[src/rtl/issue_scoreboard_pkg.sv]
// issue_scoreboard_pkg: shared register tags, write classes and stall-cause encoding
package issue_scoreboard_pkg;
  typedef logic [5:0] reg_tag_t;
  localparam logic [1:0] RW_NONE = 2'b00;
  localparam logic [1:0] RW_GPR  = 2'b01;
  localparam logic [1:0] RW_FPR  = 2'b10;
  localparam reg_tag_t TAG_ZERO  = 6'd0;
  localparam int NUM_TAGS        = 64;
  typedef enum logic [1:0] {
    SC_NONE = 2'b00,
    SC_RAW  = 2'b01,
    SC_WAW  = 2'b10,
    SC_PORT = 2'b11
  } stall_cause_t;
  function automatic logic is_write_class(input logic [1:0] rw);
    return rw == RW_GPR || rw == RW_FPR;
  endfunction
endpackage

[src/rtl/wb_port_reserve.sv]
// wb_port_reserve: cycle-by-cycle ownership of the single register-file write port
module wb_port_reserve #(
  parameter int MAXW = 31
) (
  input  logic       clk,
  input  logic       rstn,
  input  logic [4:0] i_w,
  input  logic       i_reserve,
  output logic       o_conflict
);
  logic [MAXW:0] r_resv;
  logic [MAXW:0] w_new;
  assign w_new = (i_reserve && i_w != 5'd0) ? ({{MAXW{1'b0}}, 1'b1} << (i_w - 5'd1)) : '0;
  assign o_conflict = r_resv[i_w];
  // bit k is the port at now+1+k; zero-wait writers use the next cycle and need no storage
  always_ff @(posedge clk or negedge rstn)
    if (!rstn) r_resv <= '0;
    else r_resv <= (r_resv >> 1) | w_new;
endmodule

[src/rtl/issue_scoreboard.sv]
// issue_scoreboard: RAW/WAW hazard scoreboard and write-port scheduler for the issue stage
module issue_scoreboard
  import issue_scoreboard_pkg::*;
#(
  parameter int MAXW = 31
) (
  input  logic        clk,
  input  logic        rstn,
  input  logic        dec_valid,
  input  logic [5:0]  rs,
  input  logic [5:0]  rt,
  input  logic        use_s,
  input  logic        use_t,
  input  logic [1:0]  rw,
  input  logic [4:0]  rd,
  input  logic [4:0]  wait_time,
  input  logic        hold,
  output logic        issue,
  output logic        stall,
  output logic [1:0]  stall_cause,
  output logic [63:0] busy_mask,
  output logic [31:0] stall_cycles
);
  logic [NUM_TAGS-1:0][4:0] r_cnt;
  logic [31:0]              r_stall_cycles;
  logic [NUM_TAGS-1:0]      w_busy;
  reg_tag_t                 w_dest;
  logic                     w_write;
  logic                     w_raw;
  logic                     w_waw;
  logic                     w_port;
  logic                     w_hazard;
  logic                     w_conflict;
  stall_cause_t             w_cause;
  // a tag is busy while its countdown is nonzero; tag 0 ($0) never is
  always_comb begin
    w_busy = '0;
    for (int n = 1; n < NUM_TAGS; n++) w_busy[n] = r_cnt[n] != 5'd0;
  end
  assign w_dest   = {rw == RW_FPR, rd};
  assign w_write  = dec_valid && is_write_class(rw) && w_dest != TAG_ZERO;
  assign w_raw    = (use_s && w_busy[rs]) || (use_t && w_busy[rt]);
  assign w_waw    = w_write && w_busy[w_dest];
  assign w_port   = w_write && w_conflict;
  assign w_hazard = w_raw || w_waw || w_port;
  assign w_cause  = !dec_valid ? SC_NONE : w_raw ? SC_RAW : w_waw ? SC_WAW : w_port ? SC_PORT : SC_NONE;
  assign stall        = dec_valid && w_hazard;
  assign issue        = dec_valid && !w_hazard && !hold;
  assign stall_cause  = w_cause;
  assign busy_mask    = w_busy;
  assign stall_cycles = r_stall_cycles;
  wb_port_reserve #(.MAXW(MAXW)) u_port (
    .clk        (clk),
    .rstn       (rstn),
    .i_w        (wait_time),
    .i_reserve  (issue && w_write),
    .o_conflict (w_conflict)
  );
  // load the issuing destination's countdown, let every other pending tag count down
  always_ff @(posedge clk or negedge rstn)
    if (!rstn) r_cnt <= '0;
    else
      for (int n = 0; n < NUM_TAGS; n++)
        r_cnt[n] <= (issue && w_write && w_dest == reg_tag_t'(n)) ? wait_time :
                    (r_cnt[n] != 5'd0 ? r_cnt[n] - 5'd1 : 5'd0);
  // cycles in which decode was held by a hazard, wrapping at 2^32
  always_ff @(posedge clk or negedge rstn)
    if (!rstn) r_stall_cycles <= '0;
    else r_stall_cycles <= r_stall_cycles + {31'd0, stall};
endmodule

[config.mk]
export PLATFORM = sky130hd
export DESIGN_NAME = issue_scoreboard
export DESIGN_NICKNAME = d
export VERILOG_FILES = /design/src/rtl/issue_scoreboard_pkg.sv /design/src/rtl/wb_port_reserve.sv /design/src/rtl/issue_scoreboard.sv
export SDC_FILE = /design/constraint.sdc
export NUM_CORES = 1
export LEC_CHECK = 0
export CORE_UTILIZATION = 50
export DETAILED_ROUTE_END_ITERATION = 16
export PLACE_DENSITY = 0.69
export SLEW_MARGIN = 15
export SYNTH_ARGS = -nofsm -noshare
export SYNTH_HDL_FRONTEND = slang
export SYNTH_SLANG_ARGS = --single-unit
[constraint.sdc]
create_clock -name clk -period 4.85 [get_ports clk]
set_input_delay 0.485 -clock clk [delete_from_list [all_inputs] [get_ports clk]]
set_output_delay 0.485 -clock clk [all_outputs]
set_load 0.05 [all_outputs]
# ---- Word-level counts from Yosys, hierarchy flattened
# Cells that the tools add are included.
dict set report word_totals {
  register_bits 379
  inputBits 30
  word_cells 485
}
dict set report op_classes {
  add_sub_neg 65
  order_cmp 4
  eq_ne 65
  shift 1
  muxes 139
  bitwise 1
  reduce_logical 145
}
# operator count
set op_table {}
lappend op_table {{2-to-1 mux 5 bit} 126}
lappend op_table {{nonzero test 5 bit} 64}
lappend op_table {{subtractor 5 x 1 -> 5 bit, second input constant} 64}
lappend op_table {{equality test 6 bit, second input constant} 32}
lappend op_table {{equality test 6 x 5 -> 1 bit, second input constant} 16}
lappend op_table {{logical AND 1 bit} 74}
lappend op_table {{equality test 6 x 4 -> 1 bit, second input constant} 8}
lappend op_table {{adder 32 x 1 -> 32 bit} 1}
lappend op_table {{2-to-1 mux 32 bit} 1}
lappend op_table {{OR 31 x 32 -> 32 bit} 1}
lappend op_table {{<< shifter 1 x 5 -> 32 bit, first input constant} 1}
lappend op_table {{equality test 6 x 3 -> 1 bit, second input constant} 4}
lappend op_table {{less-than comparator 6 x 7 -> 1 bit, second input constant} 3}
lappend op_table {{binary-select mux 1 bit (select 6 bit)} 3}
lappend op_table {{equality test 6 x 2 -> 1 bit, second input constant} 2}
lappend op_table {{2-to-1 mux 2 bit} 4}
lappend op_table {{equality test 6 x 1 -> 1 bit, second input constant} 1}
lappend op_table {{less-than comparator 5 x 6 -> 1 bit, second input constant} 1}
lappend op_table {{nonzero test 6 bit} 1}
lappend op_table {{binary-select mux 1 bit (select 5 bit)} 1}
lappend op_table {{logical OR 1 bit} 4}
lappend op_table {{2-to-1 mux 1 bit} 4}
lappend op_table {{equality test 2 x 1 -> 1 bit, second input constant} 1}
lappend op_table {{equality test 2 bit, second input constant} 1}
lappend op_table {{zero test 1 bit} 2}

# ---- Logic depth before layout (Yosys ltp)
dict set report logic_depth {
  ltp_word 14
  mapped_depth 23
  mapped_depth_nobuf 21
}

# ---- By module
# Synthesis repeated with hierarchy kept, for this count alone.
dict set report hier_totals {
  cells_unflattened 2795
  hier_area_um2 24907.6
}
# mod instances cells_per_inst area_each_um2 seq_area_each_um2
set by_module_without_submodules {}
lappend by_module_without_submodules {issue_scoreboard 1 2687 23451.2 8683.3}
lappend by_module_without_submodules {wb_port_reserve 1 108 1456.4 800.8}

# ---- Least setup slack after synthesis
# Ideal clock, no wire load.
dict set report synth_path {
  path_type {reg-to-reg}
  start {register r_cnt[175] (netlist name)}
  end {register r_stall_cycles[24], in the netlist stall_cycles[24]}
  setup_ns 0.141
  t_arrival_ns 5.560
  t_required_ns 4.709
  path_slack_ns -0.851
  path_stages_with_launch 23
  path_buffers 2
  period_less_slack_ns 5.701
  path_cell_list {dfrtp_1 -> inv_1 -> ha_1 -> nor4b_1 -> inv_1 -> o21ai_0 -> or3_1 -> a311oi_1 -> o311ai_2 -> and2_0 -> clkbuf_1 -> buf_2 -> a21boi_0 -> ha_1 -> ha_1 -> nand2_1 -> nor2_1 -> nand2_1 -> nor3_1 -> nand2_1 -> nor2_1 -> nand3_1 -> xnor2_1}
}
dict set report synth_between {
  elab_chain_len 9
  elab_cells_between_ends 15
}
# element line_no
set synth_rtl {}
lappend synth_rtl {{from (decl)} issue_scoreboard.sv:24} ;# logic [NUM_TAGS-1:0][4:0] r_cnt;
lappend synth_rtl {{from (signal, indexed assignment)} issue_scoreboard.sv:64} ;# r_cnt[n] <= (issue && w_write && w_dest == reg_tag_t'(n)) ? wait_time :
lappend synth_rtl {{nonzero test 5 bit *} issue_scoreboard.sv:38} ;# for (int n = 1; n < NUM_TAGS; n++) w_busy[n] = r_cnt[n] != 5'd0;
lappend synth_rtl {{net busy_mask[35]} issue_scoreboard.sv:21} ;# output logic [63:0] busy_mask,
lappend synth_rtl {{binary-select mux 1 bit (select 6 bit)} issue_scoreboard.sv:42} ;# assign w_raw = (use_s && w_busy[rs]) || (use_t && w_busy[rt]);
lappend synth_rtl {{2-to-1 mux 1 bit (not written as such)} issue_scoreboard.sv:42}
lappend synth_rtl {{logical AND 1 bit} issue_scoreboard.sv:42}
lappend synth_rtl {{logical OR 1 bit} issue_scoreboard.sv:42}
lappend synth_rtl {{logical OR 1 bit * (2 in series)} issue_scoreboard.sv:45} ;# assign w_hazard = w_raw || w_waw || w_port;
lappend synth_rtl {{logical AND 1 bit *} issue_scoreboard.sv:47} ;# assign stall = dec_valid && w_hazard;
lappend synth_rtl {{net stall} issue_scoreboard.sv:19} ;# output logic stall,
lappend synth_rtl {{adder 32 x 1 -> 32 bit *} issue_scoreboard.sv:69} ;# else r_stall_cycles <= r_stall_cycles + {31'd0, stall};
lappend synth_rtl {{to (signal assigned)} issue_scoreboard.sv:69}
lappend synth_rtl {{to (decl)} issue_scoreboard.sv:25} ;# logic [31:0] r_stall_cycles;
# The timed path passes the listed nets; every way through them passes the cells marked *. The select of a mux whose other input is x is not followed.

# ---- Final worst setup path
dict set report layout_path {
  start {register r_cnt[40] (netlist name)}
  end {output port stall_cause[1]}
}
dict set report layout_between {
  elab_chain_len 7
  elab_cells_between_ends 14
}
# element line_no
set layout_rtl {}
lappend layout_rtl {{nonzero test 5 bit *} issue_scoreboard.sv:38}
lappend layout_rtl {{binary-select mux 1 bit (select 6 bit) (on tied branches)} {issue_scoreboard.sv:43, issue_scoreboard.sv:42}}
lappend layout_rtl {{2-to-1 mux 1 bit (on tied branches)} {issue_scoreboard.sv:43, issue_scoreboard.sv:42}}
lappend layout_rtl {{logical AND 1 bit (on tied branches)} {issue_scoreboard.sv:43, issue_scoreboard.sv:42}}
lappend layout_rtl {{2-to-1 mux 2 bit or logical OR 1 bit (tied branches)} {issue_scoreboard.sv:46, issue_scoreboard.sv:42}}
lappend layout_rtl {{2-to-1 mux 2 bit * (2 in series)} issue_scoreboard.sv:46} ;# assign w_cause = !dec_valid ? SC_NONE : w_raw ? SC_RAW : w_waw ? SC_WAW : w_port ? SC_PORT : SC_NONE;
lappend layout_rtl {{to (decl)} issue_scoreboard.sv:20} ;# output logic [1:0] stall_cause,
# Every way passes the cells marked *; elsewhere a longest branch is shown, timed or not. The select of a mux whose other input is x is not followed.

==> metrics.md <==
| Metric | Value |
|---|---|
| Run status | finished, final reports clean |
| Post-synth top area share | 45.9% |
| Largest family of logic cells by synthesized area | simple AND/OR/NAND/NOR gates |
| Period utilisation layout | 95.9% |
| Static Leak | 0.0105 uW |
| Vias in the first global route | 17700 |
| CP Max Fanout | 14 |
| CTS tree | yes |
| IO buf count | 128 |
| Die footprint | 42200 um2 |
| CP endpoint kind | primary output |
| First-pass GRT wire length | 98.1 mm |
| Synthesized area per cell | 9.59 um2 |
| CTS Buffer Depth | 3 |
| Post-Place Cells | ~2900 |
| CTS Buf Count | 43 |
| Top FF cell, synth | dfrtp_1 |
| Area leader, netlist | dfrtp_1 |
| Post-Synth XOR/XNOR Area | 6.48% |
| Area after DPL | between 20000 and 25000 um2 |
| Final ANT Viol Nets | 0 |
| PwrDens | 653 nW/um2 |
| WP data required | around 4.4 ns |
| Dominant cells by area after synthesis | dfrtp_1 46%, ha_1 7.8%, o22ai_1 6.8%, xnor2_1 4.5%, nor3_1 4.0% |
| Worst-path clk slew | 0.05 ns |
| Placed wire-length estimate | roughly 46 mm |
| Hold Path Class | reg -> reg |
| Initial Util | 50.6% |
| Post-CTS setup buffer count | 0 |
| Ys Warns | 0 |
| Sink Count | 379 |
| Synth Area in Adders | 7.80% |
| Nets | 2533 |
| Maximum VDD drop | between 400 and 500 uV |
| Post-synth EDFFs | 0 |
| Post-synth top cells | 379 x dfrtp_1, 224 x o22ai_1, 222 x nand2_1 |
| Worst setup margin | around 0.20 ns |
| Initial antenna violation count | 2 |
| Relative slew slack | 33.5% |
| Initial DRC Count | 1486 |
| Mux cell area share after synthesis | 3.00% |
| Final setup fails | 0 |
| #FFs+latches synth | 379 |
| Fraction of layout cells with a size suffix above 1 | 11.4% |
| Drt via density | 6.06 |
| Via count | approximately 18000 |
| Tot GR Track Use | a little under a third |
| H-tree levels | 2 |
| Register area | 9480 um2 |
| Slew @ Worst Pin | just under 1 ns |
| Worst skew pair latency | approximately 0.58 ns |
| FP Rows | 74 |
| IO Count | 130 |
| Die width | 205 um |
| CTS root buf | clkbuf_16 |
| Post-Place Setup Slack | roughly 0.11 ns |
| Routed WL | 63.6 mm |
| Synthesized area | 20700 um2 |
| Sequential area share after synthesis | 45.9% |
| Core Area | 40800 um2 |
| Drc violations | 0 |
| Multi-input gate area | 10200 um2 |
| Global-route congestion overflow total | 0 |
| Final Critical Period | 4.65 ns |
| Area growth from synthesis to layout | 19.9% |
| Final cell count without fillers | 2940 |
| Largest net degree at the start of global routing | 143 |
| Final Skew | 0.0348 ns |
| Synth Area in Compound Gates | 15.3% |
| Max-Cap Viols | 0 |
| CP arrival | 4.16 ns |
| Finished Cell Area | 24800 um2 |
| Ys async rst share | 100% |
| Most common cell in the netlist | dfrtp_1 |
| Startpoint class of the critical path | flop |
| Final Hold Fails | 0 |
| Synth Area in Simple Gates | roughly 16% |
| DR WL/cell | 21.6 um |
| Setup repair after global routing missed its margin | no |
| Max Slew Vio Count | 0 |
| Total Negative Setup Slacks | 0 ns |
| Die H | between 200 and 250 um |
| Fillcell total | around 3400 |
| Maximum clock rate | 215 MHz |
| Gp weighted congestion | slightly below 1 |
| First-pass DRT Iterations | 5 |
| Cells after Synth | 2157 |
| Library cells used by synthesis | just over 70 |
| Crit path kind | reg -> out |
==> final cells by class <==
type | count | share of cell area, %
well taps | 532 | 2.68
diodes | 2 | 0.0202
clock buffers | 64 | 5.19
flip-flops and latches | 379 | 38.3
repair buffers | 259 | 9.46
clock inverters | 13 | 0.439
multi-input cells | 1494 | 41.0
inverters | 197 | 2.98
==> power by group <==
group | leakage, uW | internal, uW | switching [uW] | total (uW)
registers | 0.00461 | 4630 | 1220 | 5850
clock network | 0.000697 | 1890 | 1310 | 3200
logic | 0.00520 | 3210 | 3930 | 7140
==> metrics by stage <==
step	power, uW	hold WS, ns	util [%]
after global placement	12600	0.442	57.2
final	16200	0.459	60.7
after global routing	17300	0.478	60.7
after CTS	16200	0.463	60.7
after floorplan	10700	0.189	-
after detailed placement	12900	0.452	57.2
==> worst paths after layout <==
path / startpoint / endpoint / slack, ns / cells after the start
max: r_cnt[40] / stall_cause[1] / 0.20 / 13
min: u_port.r_resv[22] / u_port.r_resv[21] / 0.46 / 1
max reg2reg: r_cnt[300] / stall_cycles[29] / 0.35 / 21
min reg2reg: u_port.r_resv[22] / u_port.r_resv[21] / 0.46 / 1
max in group asynchronous: rstn / r_cnt[46] / 3.14 / 3
min in group asynchronous: rstn / stall_cycles[17] / 0.49 / 2
==> registers in the layout, indices dropped and copies added (netlist names) <==
signal	cells
r_cnt	315
stall_cycles	32
u_port.r_resv	32
==> cell usage in the layout, fill, tap and decap left out, drive strengths merged, types with 4 or more instances in the layout <==
master	n
nor3	167
o32ai	5
a22oi	6
nor4b	67
a21oi	76
clkinv	11
and2	4
ha	129
nor2b	9
o22ai	224
nand2b	15
nor4bb	5
nand4b	4
mux2i	17
o21ai	114
nand2	222
nor4	8
clkbuf	64
nand3b	5
nand3	22
clkdlybuf4s50	122
mux4	19
o2111ai	6
nand4	10
xor2	46
inv	198
a31oi	5
dfrtp	379
xnor2	107
a221oi	8
a31o	29
a311oi	4
buf	136
nor2	107
==> layer usage <==
layer  share of wire, %  track usage (%)  up-vias
met5              0.049                0        -
met4                4.9             15.5        4
met3                6.8             4.99      184
met2                 46             47.5      616
met1                 42             41.1     8834
li1                   -                -     8193
==> timing repair <==
action | 4_1_cts | 5_1_grt
hold buffers | 1 | 0
endpoints found under the setup margin | 0 | 2
resized for setup | 0 | 2
endpoints found under the hold margin | 76 | 0
==> cell families after synthesis <==
kind of cell | Yosys count
muxes | 38
AOI/OAI and AO/OA | 508
buffers and inverters | 285
and+or+nand+nor | 664
DFF | 379
xor gates and xnor gates | 153
adders and majority gates | 129
other | 1
==> critical path, stage by stage, from the launching register on <==
cell and delay [ns]:
dfrtp_1 0.38, inv_1 0.09, ha_1 0.16, nor4b_1 0.60, inv_1 0.39, mux2i_1 0.31
nor4b_1 0.28, o41ai_1 0.11, a32o_1 0.25, o311ai_2 0.11, and2_1 0.26, buf_4 0.24
nor2b_1 0.25, buf_12 0.17
Power figures use the tool's default switching activity.
